**config.mk**
```make
export PLATFORM = sky130hd
export DESIGN_NAME = alu_seq_flat
export DESIGN_NICKNAME = d
export VERILOG_FILES = /design/src/rtl/alu_seq_if.sv /design/src/rtl/alu_seq.sv /design/src/flat_wrapper.sv
export SDC_FILE = /design/constraint.sdc
export NUM_CORES = 1
export LEC_CHECK = 0
export CAP_MARGIN = 20
export CORE_MARGIN = 3
export CORE_UTILIZATION = 45
export CTS_CLUSTER_DIAMETER = 60
export DETAILED_ROUTE_END_ITERATION = 12
export DONT_BUFFER_PORTS = 1
export PLACE_DENSITY_LB_ADDON = 0.1
export SYNTH_ARGS = -nofsm -noshare
export SYNTH_HDL_FRONTEND = slang
export SYNTH_SLANG_ARGS = --single-unit
export TNS_END_PERCENT = 1
```
**constraint.sdc**
```tcl
create_clock -name clk -period 5.4 [get_ports clk]
set_clock_uncertainty 0.2 [all_clocks]
set_input_delay 0.27 -clock clk [delete_from_list [all_inputs] [get_ports clk]]
set_output_delay 0.27 -clock clk [all_outputs]
set_load 0.1 [all_outputs]
```
**src/rtl/alu_seq_if.sv**
```systemverilog
// Request/result bundle between the register file, the sequential ALU and write-back.
interface alu_seq_if #(
    parameter int WIDTH = 8
);
    logic             in_valid;
    logic             in_ready;
    logic [4:0]       F;
    logic [WIDTH-1:0] A;
    logic [WIDTH-1:0] B;
    logic             flag_ld;
    logic [5:0]       flags_in;
    logic             out_valid;
    logic             out_ready;
    logic [WIDTH-1:0] D;
    logic [WIDTH-1:0] D_HI;
    logic [5:0]       flags;

    // Requester / consumer side
    modport master (
        output in_valid, F, A, B, flag_ld, flags_in, out_ready,
        input  in_ready, out_valid, D, D_HI, flags
    );

    // ALU side
    modport slave (
        input  in_valid, F, A, B, flag_ld, flags_in, out_ready,
        output in_ready, out_valid, D, D_HI, flags
    );
endinterface

```
**src/rtl/alu_seq.sv**
```systemverilog
// Registered ALU with 16 single-cycle ops, iterative unsigned MUL/DIV,
// a {S,Z,H,PV,N,C} flag register supplying Cin, and valid/ready handshakes.
module alu_seq #(
    parameter int WIDTH = 8
) (
    input  logic       clk,
    input  logic       rst,
    alu_seq_if.slave   bus
);
    localparam int CNT_W = $clog2(WIDTH + 1);

    localparam logic [4:0] OP_MOV  = 5'd0;
    localparam logic [4:0] OP_INC  = 5'd1;
    localparam logic [4:0] OP_INCC = 5'd2;
    localparam logic [4:0] OP_DEC  = 5'd3;
    localparam logic [4:0] OP_DECC = 5'd4;
    localparam logic [4:0] OP_ADD  = 5'd5;
    localparam logic [4:0] OP_ADC  = 5'd6;
    localparam logic [4:0] OP_SUB  = 5'd7;
    localparam logic [4:0] OP_SBC  = 5'd8;
    localparam logic [4:0] OP_AND  = 5'd9;
    localparam logic [4:0] OP_OR   = 5'd10;
    localparam logic [4:0] OP_XOR  = 5'd11;
    localparam logic [4:0] OP_RR   = 5'd12;
    localparam logic [4:0] OP_RL   = 5'd13;
    localparam logic [4:0] OP_RRC  = 5'd14;
    localparam logic [4:0] OP_RLC  = 5'd15;
    localparam logic [4:0] OP_MUL  = 5'd16;
    localparam logic [4:0] OP_DIV  = 5'd17;

    typedef enum logic [1:0] {
        ST_IDLE = 2'd0,
        ST_BUSY = 2'd1,
        ST_DONE = 2'd2
    } state_t;

    // 1 when the vector holds an even number of ones
    function automatic logic even_par(input logic [WIDTH-1:0] v);
        even_par = ~(^v);
    endfunction

    state_t           state_q, state_d;
    logic [CNT_W-1:0] cnt_q, cnt_d;
    logic             is_div_q, is_div_d;
    logic [WIDTH-1:0] b_q, b_d;
    logic [WIDTH-1:0] acc_q, acc_d;      // MUL: running high half, DIV: partial remainder
    logic [WIDTH-1:0] mq_q, mq_d;        // MUL: multiplier/low half, DIV: dividend/quotient
    logic [WIDTH-1:0] d_q, d_d;
    logic [WIDTH-1:0] d_hi_q, d_hi_d;
    logic [5:0]       flags_q, flags_d;
    logic             out_valid_q, out_valid_d;

    logic             in_ready_s;
    logic             accept_s;
    logic             cin_s;

    logic [WIDTH-1:0] ar_op1_s, ar_op2_s, ar_res_s;
    logic             ar_cin_s, ar_sub_s, ar_c_s, ar_h_s, ar_pv_s;
    logic [WIDTH:0]   add_ext_s, sub_ext_s, ar_ext_s;

    logic [WIDTH-1:0] alu_res_s;
    logic             alu_c_s, alu_h_s, alu_n_s, alu_pv_s, alu_is_ar_s;
    logic [5:0]       alu_flags_s;

    logic [WIDTH:0]   mul_sum_s;
    logic [WIDTH:0]   div_shift_s;
    logic [WIDTH-1:0] div_trial_s;
    logic             div_ge_s;
    logic [WIDTH-1:0] step_acc_s, step_mq_s;
    logic [5:0]       done_flags_s;

    assign in_ready_s = (state_q == ST_IDLE) | ((state_q == ST_DONE) & bus.out_ready);
    assign accept_s   = bus.in_valid & in_ready_s;
    assign cin_s      = flags_q[0];

    // Operand/carry selection for the add/subtract family
    always_comb begin
        ar_op1_s = {WIDTH{1'b0}};
        ar_op2_s = {WIDTH{1'b0}};
        ar_cin_s = 1'b0;
        ar_sub_s = 1'b0;
        case (bus.F)
            OP_INC:  begin ar_op1_s = bus.B; ar_cin_s = 1'b1; end
            OP_INCC: begin ar_op1_s = bus.B; ar_cin_s = cin_s; end
            OP_DEC:  begin ar_op1_s = bus.B; ar_cin_s = 1'b1; ar_sub_s = 1'b1; end
            OP_DECC: begin ar_op1_s = bus.B; ar_cin_s = cin_s; ar_sub_s = 1'b1; end
            OP_ADD:  begin ar_op1_s = bus.A; ar_op2_s = bus.B; end
            OP_ADC:  begin ar_op1_s = bus.A; ar_op2_s = bus.B; ar_cin_s = cin_s; end
            OP_SUB:  begin ar_op1_s = bus.A; ar_op2_s = bus.B; ar_sub_s = 1'b1; end
            OP_SBC:  begin ar_op1_s = bus.A; ar_op2_s = bus.B; ar_cin_s = cin_s; ar_sub_s = 1'b1; end
            default: begin ar_op1_s = {WIDTH{1'b0}}; end
        endcase
    end

    assign add_ext_s = {1'b0, ar_op1_s} + {1'b0, ar_op2_s} + {{WIDTH{1'b0}}, ar_cin_s};
    assign sub_ext_s = {1'b0, ar_op1_s} - {1'b0, ar_op2_s} - {{WIDTH{1'b0}}, ar_cin_s};
    assign ar_ext_s  = ar_sub_s ? sub_ext_s : add_ext_s;
    assign ar_res_s  = ar_ext_s[WIDTH-1:0];
    assign ar_c_s    = ar_ext_s[WIDTH];
    // carry/borrow into bit 4 is recovered from the sum bit without a separate nibble adder
    assign ar_h_s    = ar_op1_s[4] ^ ar_op2_s[4] ^ ar_res_s[4];

    // Signed overflow: same-sign add or opposite-sign subtract that flips the sign of op1
    always_comb begin
        if (ar_sub_s) begin
            ar_pv_s = (ar_op1_s[WIDTH-1] != ar_op2_s[WIDTH-1]) & (ar_res_s[WIDTH-1] != ar_op1_s[WIDTH-1]);
        end else begin
            ar_pv_s = (ar_op1_s[WIDTH-1] == ar_op2_s[WIDTH-1]) & (ar_res_s[WIDTH-1] != ar_op1_s[WIDTH-1]);
        end
    end

    // Single-cycle result and flags; unused opcodes fall through to MOV
    always_comb begin
        alu_res_s   = bus.B;
        alu_c_s     = 1'b0;
        alu_h_s     = 1'b0;
        alu_n_s     = 1'b0;
        alu_is_ar_s = 1'b0;
        case (bus.F)
            OP_INC, OP_INCC, OP_ADD, OP_ADC: begin
                alu_res_s = ar_res_s; alu_c_s = ar_c_s; alu_h_s = ar_h_s; alu_is_ar_s = 1'b1;
            end
            OP_DEC, OP_DECC, OP_SUB, OP_SBC: begin
                alu_res_s = ar_res_s; alu_c_s = ar_c_s; alu_h_s = ar_h_s; alu_n_s = 1'b1;
                alu_is_ar_s = 1'b1;
            end
            OP_AND: alu_res_s = bus.A & bus.B;
            OP_OR:  alu_res_s = bus.A | bus.B;
            OP_XOR: alu_res_s = bus.A ^ bus.B;
            OP_RR:  begin alu_res_s = {cin_s, bus.B[WIDTH-1:1]};        alu_c_s = bus.B[0]; end
            OP_RL:  begin alu_res_s = {bus.B[WIDTH-2:0], cin_s};        alu_c_s = bus.B[WIDTH-1]; end
            OP_RRC: begin alu_res_s = {bus.B[0], bus.B[WIDTH-1:1]};     alu_c_s = bus.B[0]; end
            OP_RLC: begin alu_res_s = {bus.B[WIDTH-2:0], bus.B[WIDTH-1]}; alu_c_s = bus.B[WIDTH-1]; end
            OP_MOV: alu_res_s = bus.B;
            default: alu_res_s = bus.B;
        endcase
        if (alu_is_ar_s) begin
            alu_pv_s = ar_pv_s;
        end else begin
            alu_pv_s = even_par(alu_res_s);
        end
        alu_flags_s = {alu_res_s[WIDTH-1], (alu_res_s == {WIDTH{1'b0}}), alu_h_s,
                       alu_pv_s, alu_n_s, alu_c_s};
    end

    assign mul_sum_s   = {1'b0, acc_q} + (mq_q[0] ? {1'b0, b_q} : {(WIDTH+1){1'b0}});
    assign div_shift_s = {acc_q, mq_q[WIDTH-1]};
    assign div_ge_s    = (div_shift_s >= {1'b0, b_q});
    // when div_ge_s holds the true difference is below the divisor, so WIDTH bits suffice
    assign div_trial_s = div_shift_s[WIDTH-1:0] - b_q;

    // One shift-add (MUL) or restoring-subtract (DIV) iteration
    always_comb begin
        if (is_div_q) begin
            step_acc_s = div_ge_s ? div_trial_s : div_shift_s[WIDTH-1:0];
            step_mq_s  = {mq_q[WIDTH-2:0], div_ge_s};
        end else begin
            step_acc_s = mul_sum_s[WIDTH:1];
            step_mq_s  = {mul_sum_s[0], mq_q[WIDTH-1:1]};
        end
    end

    // Flags of the multi-cycle result, taken from the final iteration
    always_comb begin
        if (is_div_q) begin
            done_flags_s = {step_mq_s[WIDTH-1], (step_mq_s == {WIDTH{1'b0}}), 1'b0, 1'b0, 1'b0,
                            (b_q == {WIDTH{1'b0}})};
        end else begin
            done_flags_s = {step_acc_s[WIDTH-1],
                            (step_acc_s == {WIDTH{1'b0}}) & (step_mq_s == {WIDTH{1'b0}}),
                            1'b0, (step_acc_s != {WIDTH{1'b0}}), 1'b0,
                            (step_acc_s != {WIDTH{1'b0}})};
        end
    end

    // Next-state: accept (from IDLE or DONE), iterate in BUSY, hand off or hold in DONE
    always_comb begin
        state_d     = state_q;
        cnt_d       = cnt_q;
        is_div_d    = is_div_q;
        b_d         = b_q;
        acc_d       = acc_q;
        mq_d        = mq_q;
        d_d         = d_q;
        d_hi_d      = d_hi_q;
        flags_d     = flags_q;
        out_valid_d = out_valid_q;
        if (accept_s) begin
            if ((bus.F == OP_MUL) || (bus.F == OP_DIV)) begin
                state_d     = ST_BUSY;
                cnt_d       = CNT_W'(WIDTH);
                is_div_d    = (bus.F == OP_DIV);
                b_d         = bus.B;
                acc_d       = {WIDTH{1'b0}};
                mq_d        = bus.A;
                out_valid_d = 1'b0;
            end else begin
                state_d     = ST_DONE;
                d_d         = alu_res_s;
                d_hi_d      = {WIDTH{1'b0}};
                flags_d     = alu_flags_s;
                out_valid_d = 1'b1;
            end
        end else begin
            case (state_q)
                ST_IDLE: begin
                    if (bus.flag_ld) begin
                        flags_d = bus.flags_in;
                    end else begin
                        flags_d = flags_q;
                    end
                end
                ST_BUSY: begin
                    acc_d = step_acc_s;
                    mq_d  = step_mq_s;
                    cnt_d = cnt_q - CNT_W'(1);
                    if (cnt_q == CNT_W'(1)) begin
                        state_d     = ST_DONE;
                        d_d         = step_mq_s;
                        d_hi_d      = step_acc_s;
                        flags_d     = done_flags_s;
                        out_valid_d = 1'b1;
                    end else begin
                        state_d = ST_BUSY;
                    end
                end
                ST_DONE: begin
                    if (bus.out_ready) begin
                        state_d     = ST_IDLE;
                        out_valid_d = 1'b0;
                    end else begin
                        state_d = ST_DONE;
                    end
                end
                default: begin
                    state_d     = ST_IDLE;
                    out_valid_d = 1'b0;
                end
            endcase
        end
    end

    // State and result registers
    always_ff @(posedge clk or posedge rst) begin
        if (rst) begin
            state_q     <= ST_IDLE;
            cnt_q       <= {CNT_W{1'b0}};
            is_div_q    <= 1'b0;
            b_q         <= {WIDTH{1'b0}};
            acc_q       <= {WIDTH{1'b0}};
            mq_q        <= {WIDTH{1'b0}};
            d_q         <= {WIDTH{1'b0}};
            d_hi_q      <= {WIDTH{1'b0}};
            flags_q     <= 6'b000000;
            out_valid_q <= 1'b0;
        end else begin
            state_q     <= state_d;
            cnt_q       <= cnt_d;
            is_div_q    <= is_div_d;
            b_q         <= b_d;
            acc_q       <= acc_d;
            mq_q        <= mq_d;
            d_q         <= d_d;
            d_hi_q      <= d_hi_d;
            flags_q     <= flags_d;
            out_valid_q <= out_valid_d;
        end
    end

    assign bus.in_ready  = in_ready_s;
    assign bus.out_valid = out_valid_q;
    assign bus.D         = d_q;
    assign bus.D_HI      = d_hi_q;
    assign bus.flags     = flags_q;
endmodule
```
**src/flat_wrapper.sv**
```systemverilog
// flat-port wrapper written by rule: the top's interface ports become plain ports
module alu_seq_flat 
#(
    parameter int WIDTH = 8
)
  (clk, rst, bus_in_valid, bus_F, bus_A, bus_B, bus_flag_ld, bus_flags_in, bus_out_ready, bus_in_ready, bus_out_valid, bus_D, bus_D_HI, bus_flags);
  alu_seq_if #(.WIDTH(WIDTH)) bus_i ();
  input  logic clk;
  input  logic rst;
  input wire logic [$bits(bus_i.in_valid)-1:0] bus_in_valid;
  input wire logic [$bits(bus_i.F)-1:0] bus_F;
  input wire logic [$bits(bus_i.A)-1:0] bus_A;
  input wire logic [$bits(bus_i.B)-1:0] bus_B;
  input wire logic [$bits(bus_i.flag_ld)-1:0] bus_flag_ld;
  input wire logic [$bits(bus_i.flags_in)-1:0] bus_flags_in;
  input wire logic [$bits(bus_i.out_ready)-1:0] bus_out_ready;
  output wire logic [$bits(bus_i.in_ready)-1:0] bus_in_ready;
  output wire logic [$bits(bus_i.out_valid)-1:0] bus_out_valid;
  output wire logic [$bits(bus_i.D)-1:0] bus_D;
  output wire logic [$bits(bus_i.D_HI)-1:0] bus_D_HI;
  output wire logic [$bits(bus_i.flags)-1:0] bus_flags;
  assign bus_i.in_valid = bus_in_valid;
  assign bus_i.F = bus_F;
  assign bus_i.A = bus_A;
  assign bus_i.B = bus_B;
  assign bus_i.flag_ld = bus_flag_ld;
  assign bus_i.flags_in = bus_flags_in;
  assign bus_i.out_ready = bus_out_ready;
  assign bus_in_ready = bus_i.in_ready;
  assign bus_out_valid = bus_i.out_valid;
  assign bus_D = bus_i.D;
  assign bus_D_HI = bus_i.D_HI;
  assign bus_flags = bus_i.flags;
  alu_seq #(.WIDTH(WIDTH)) u_core (.clk(clk), .rst(rst), .bus(bus_i));
endmodule
```
==> reports/metrics.cfg <==
[global_routing]
grt_antenna_before_repair = 0
grt_remaining_overflow = 0
grt_max_degree = 55
grt_pass1_wl_um = 25670
grt_usage = 0.2411
grt_pass1_vias = 4781

[clock_tree]
cts_buffers = 5
clock_path_buffers = 2
clkSlewWorstSetupHoldPaths_ns = 0.08
cts_resized = 0
post_cts_buffers = 0
cts.sinks = 54
hold_buffers = 3
clock_latency_ns = 0.30
cts_root_buffer = clkbuf_16
htree_levels = 2
cts_tree = done

[floorplan]
io_pins = 56
dieArea_um2 = 13550
die_x_um = 116.4
core_um2 = 11660
die_h_um = 116.4
rows = 39
start_util = 0.4703

[synth]
synth_area_um2 = 5485
yosys-top-cells-area = dfrtp_1 (25%), ha_1 (14%), o21ai_0 (6.4%)
synth_edf_count = 0
yosysWarningCount = 0
yosysTopAreaCell = dfrtp_1
synth_cell_types = 75
synth-async-reset-ratio = 1.000
ys_seq_area_frac = 0.2464
netlist_instances = 697
synth_nets = 795
syn_avg_cell_area_um2 = 7.870
synth_top_area_frac = 0.2464
synth_ff_type = dfrtp_1
ys_seq_elements = 54

[routing]
ant_nets = 0
drt_wl_total_um = 15980
vias_per_cell = 6.007
avgRoutedWirePerCell_um = 19.27
firstDrtPassIters = 5
drc = 0
vias = 4980
drt_iter0_markers = 302

[cells_and_area]
final_nets = 783
drive_gt1_frac = 0.06997
synthToLayoutAreaGrowth_pct = 5.976
instances_no_fill = 829
utilization = 0.4984
finalInstanceArea_um2 = 5813
diodes = 0

[timing]
tns_ns = 0
hold_viol = 0
fmax_mhz = 224.6
setup_violations = 0
slew_viol_final = 0
max-slew-margin-rel = 0.3734
hold_ws_ns = 0.007289
min_period_over_period = 0.8245
layout_min_cycle_time_ns = 4.453
tightest_slew_ns = 0.9399
rsz0062_at_grt = false

[pwr]
power_frac_seq = 0.357
p_clk_frac = 0.110
ir_drop_uv = 246.6
power_density_nw_per_um2 = 529.3
leakage_uw = 0.002701
combPwrFrac = 0.533
swShare = 0.5523
p_int_uw = 1377
p_sw_uw = 1699

[setup_path]
crit_required_ns = 5.42
crit_arrival_ns = 4.47
endpoint_kind = flip-flop
r2r_slack_ns = 0.95
r2r_start = u_core.bus.flags[0]
crit_chain = nor2b_1 -> a21oi_1 -> nor2_1 -> a21oi_1 -> or2_2 -> inv_1 -> fa_1 -> inv_1 -> fa_1 -> nand2b_1 -> a21oi_1 -> o21bai_1 -> a21oi_1 -> xor2_1 -> a21oi_1 -> a21oi_1 -> ha_1 -> xnor2_1 -> xnor2_1 -> a21oi_1 -> o211a_1 -> a211oi_2
critPathTopFamily = compound AO/OA/AOI/OAI gates
reg2reg_depth = 22
crit_slowest_cell = fa_1
critPathMaxStageDelay_ns = 0.41
startpoint_type = flip-flop
timing.rr.end = u_core.bus.flags[2]
critPathMostFrequentCell = a21oi_1
worstPathMaxFanout = 3
cp.buffers_inverters = 2
path_class = flip-flop to flip-flop

[placed_design]
io_buffers = 0
hpwl_um = 12670
place_congestion = 0.9520
placed_area_um2 = 5602
dp.cells = 817

[outcome]
status = complete, no violations

[hold_path]
whs_path_depth = 2
hold_end = u_core.mq_q[6]
hold_class = input pin to flip-flop
hp-start = bus_A[6]

[run]
cap_violations = 0

final cells by class:
type | instances | area, um2
repair buffers | 11 | 110.1
clock buffers | 5 | 125.1
multi-input cells | 546 | 3767
clock inverters | 3 | 28.78
flip-flops and latches | 54 | 1351
well taps | 143 | 178.9
inverters | 67 | 251.5
fillers | 1162 | 5849
cells in the final DEF, fill, tap and decap left out, types with 15 or more instances in the layout:
cell type	Yosys	final
a21oi_1	54	54
a22oi_1	15	15
dfrtp_1	54	54
ha_1	60	60
inv_1	66	65
mux2i_1	16	16
nand2_1	78	78
nand3_1	17	17
nor2_1	43	43
nor3_1	18	18
o21ai_0	70	70
xnor2_1	15	15
cells in the mapped netlist (4+ instances only):
library cell  count
nand2_1          78
o21ai_0          70
inv_1            66
ha_1             60
a21oi_1          54
dfrtp_1          54
nor2_1           43
clkbuf_1         20
nor3_1           18
nand3_1          17
mux2i_1          16
a22oi_1          15
xnor2_1          15
nand2b_1         13
a31oi_1          11
a21o_1            8
and2_1            8
o221ai_1          8
buf_2             7
mux2_2            7
nor2b_1           7
or3_1             7
fa_1              6
a211oi_1          5
a21boi_0          5
xor2_1            5
o21a_1            4
or2_2             4
routing by layer:
layer / GRT usage / vias to the layer above / wire length (um)
met5: 0 / - / 0
met4: 0.08121 / 0 / 490
met3: 0.04715 / 29 / 966
met2: 0.3970 / 158 / 7522
met1: 0.3174 / 2347 / 6995
li1: - / 2446 / -
worst register-to-register path, stage by stage, from the launching register on:
cell and delay [ns]:
dfrtp_1 0.37, nor2b_1 0.24, a21oi_1 0.12, nor2_1 0.10
a21oi_1 0.04, or2_2 0.32, inv_1 0.08, fa_1 0.17
inv_1 0.07, fa_1 0.41, nand2b_1 0.15, a21oi_1 0.22
o21bai_1 0.09, a21oi_1 0.22, xor2_1 0.18, a21oi_1 0.08
a21oi_1 0.29, ha_1 0.29, xnor2_1 0.17, xnor2_1 0.14
a21oi_1 0.09, o211a_1 0.16, a211oi_2 0.19
power groups by stage:
stage               logic, uW  clock network [uW]  registers (uW)
finish                   1640                 338            1100
global route             1840                 360            1120
CTS                      1580                 340            1130
detailed placement       1570                   0            1140
global placement         1550                   0            1140
floorplan                1230                   0            1080
cells by family (layout without fill, tap and decap cells):
family | Yosys count | after routing | synth area share
compound gates | 220 | 220 | 0.2534
simple gates | 215 | 215 | 0.1898
buf+inv | 97 | 86 | 0.06797
fa+ha+maj | 66 | 66 | 0.1588
flops | 54 | 54 | 0.2464
mux | 24 | 24 | 0.04767
xor+xnor | 21 | 21 | 0.03604
state kept, by name (all words and copies together) (netlist names):
name                  flops
u_core.acc_q              8
u_core.state_q            2
u_core.bus.D              8
u_core.cnt_q              4
u_core.bus.D_HI           8
u_core.bus.out_valid      1
u_core.mq_q               8
u_core.bus.flags          6
u_core.is_div_q           1
u_core.b_q                8
how the worst max path moves through the flow:
stage | to | start | slack [ns] | cells past startpoint
3_5_place_dp | u_core.bus.flags[2] | bus_F[1] | 0.82 | 20
2_1_floorplan | u_core.bus.flags[2] | u_core.bus.flags[0] | 0.80 | 22
3_3_place_gp | u_core.bus.flags[2] | bus_F[1] | 0.99 | 20
5_1_grt | u_core.bus.flags[2] | u_core.bus.flags[0] | 0.51 | 22
6_report | u_core.bus.flags[2] | u_core.bus.flags[0] | 0.95 | 22
4_1_cts | u_core.bus.flags[2] | u_core.bus.flags[0] | 0.97 | 22
per-stage QoR:
stage               total power (uW)  setup slack, ns
finish                          3077           0.9475
global route                    3317           0.5064
floorplan                       2310           0.7968
global placement                2687           0.9950
detailed placement              2711           0.8225
CTS                             3054           0.9668
Note: power is estimated with default switching activity, not from simulation.
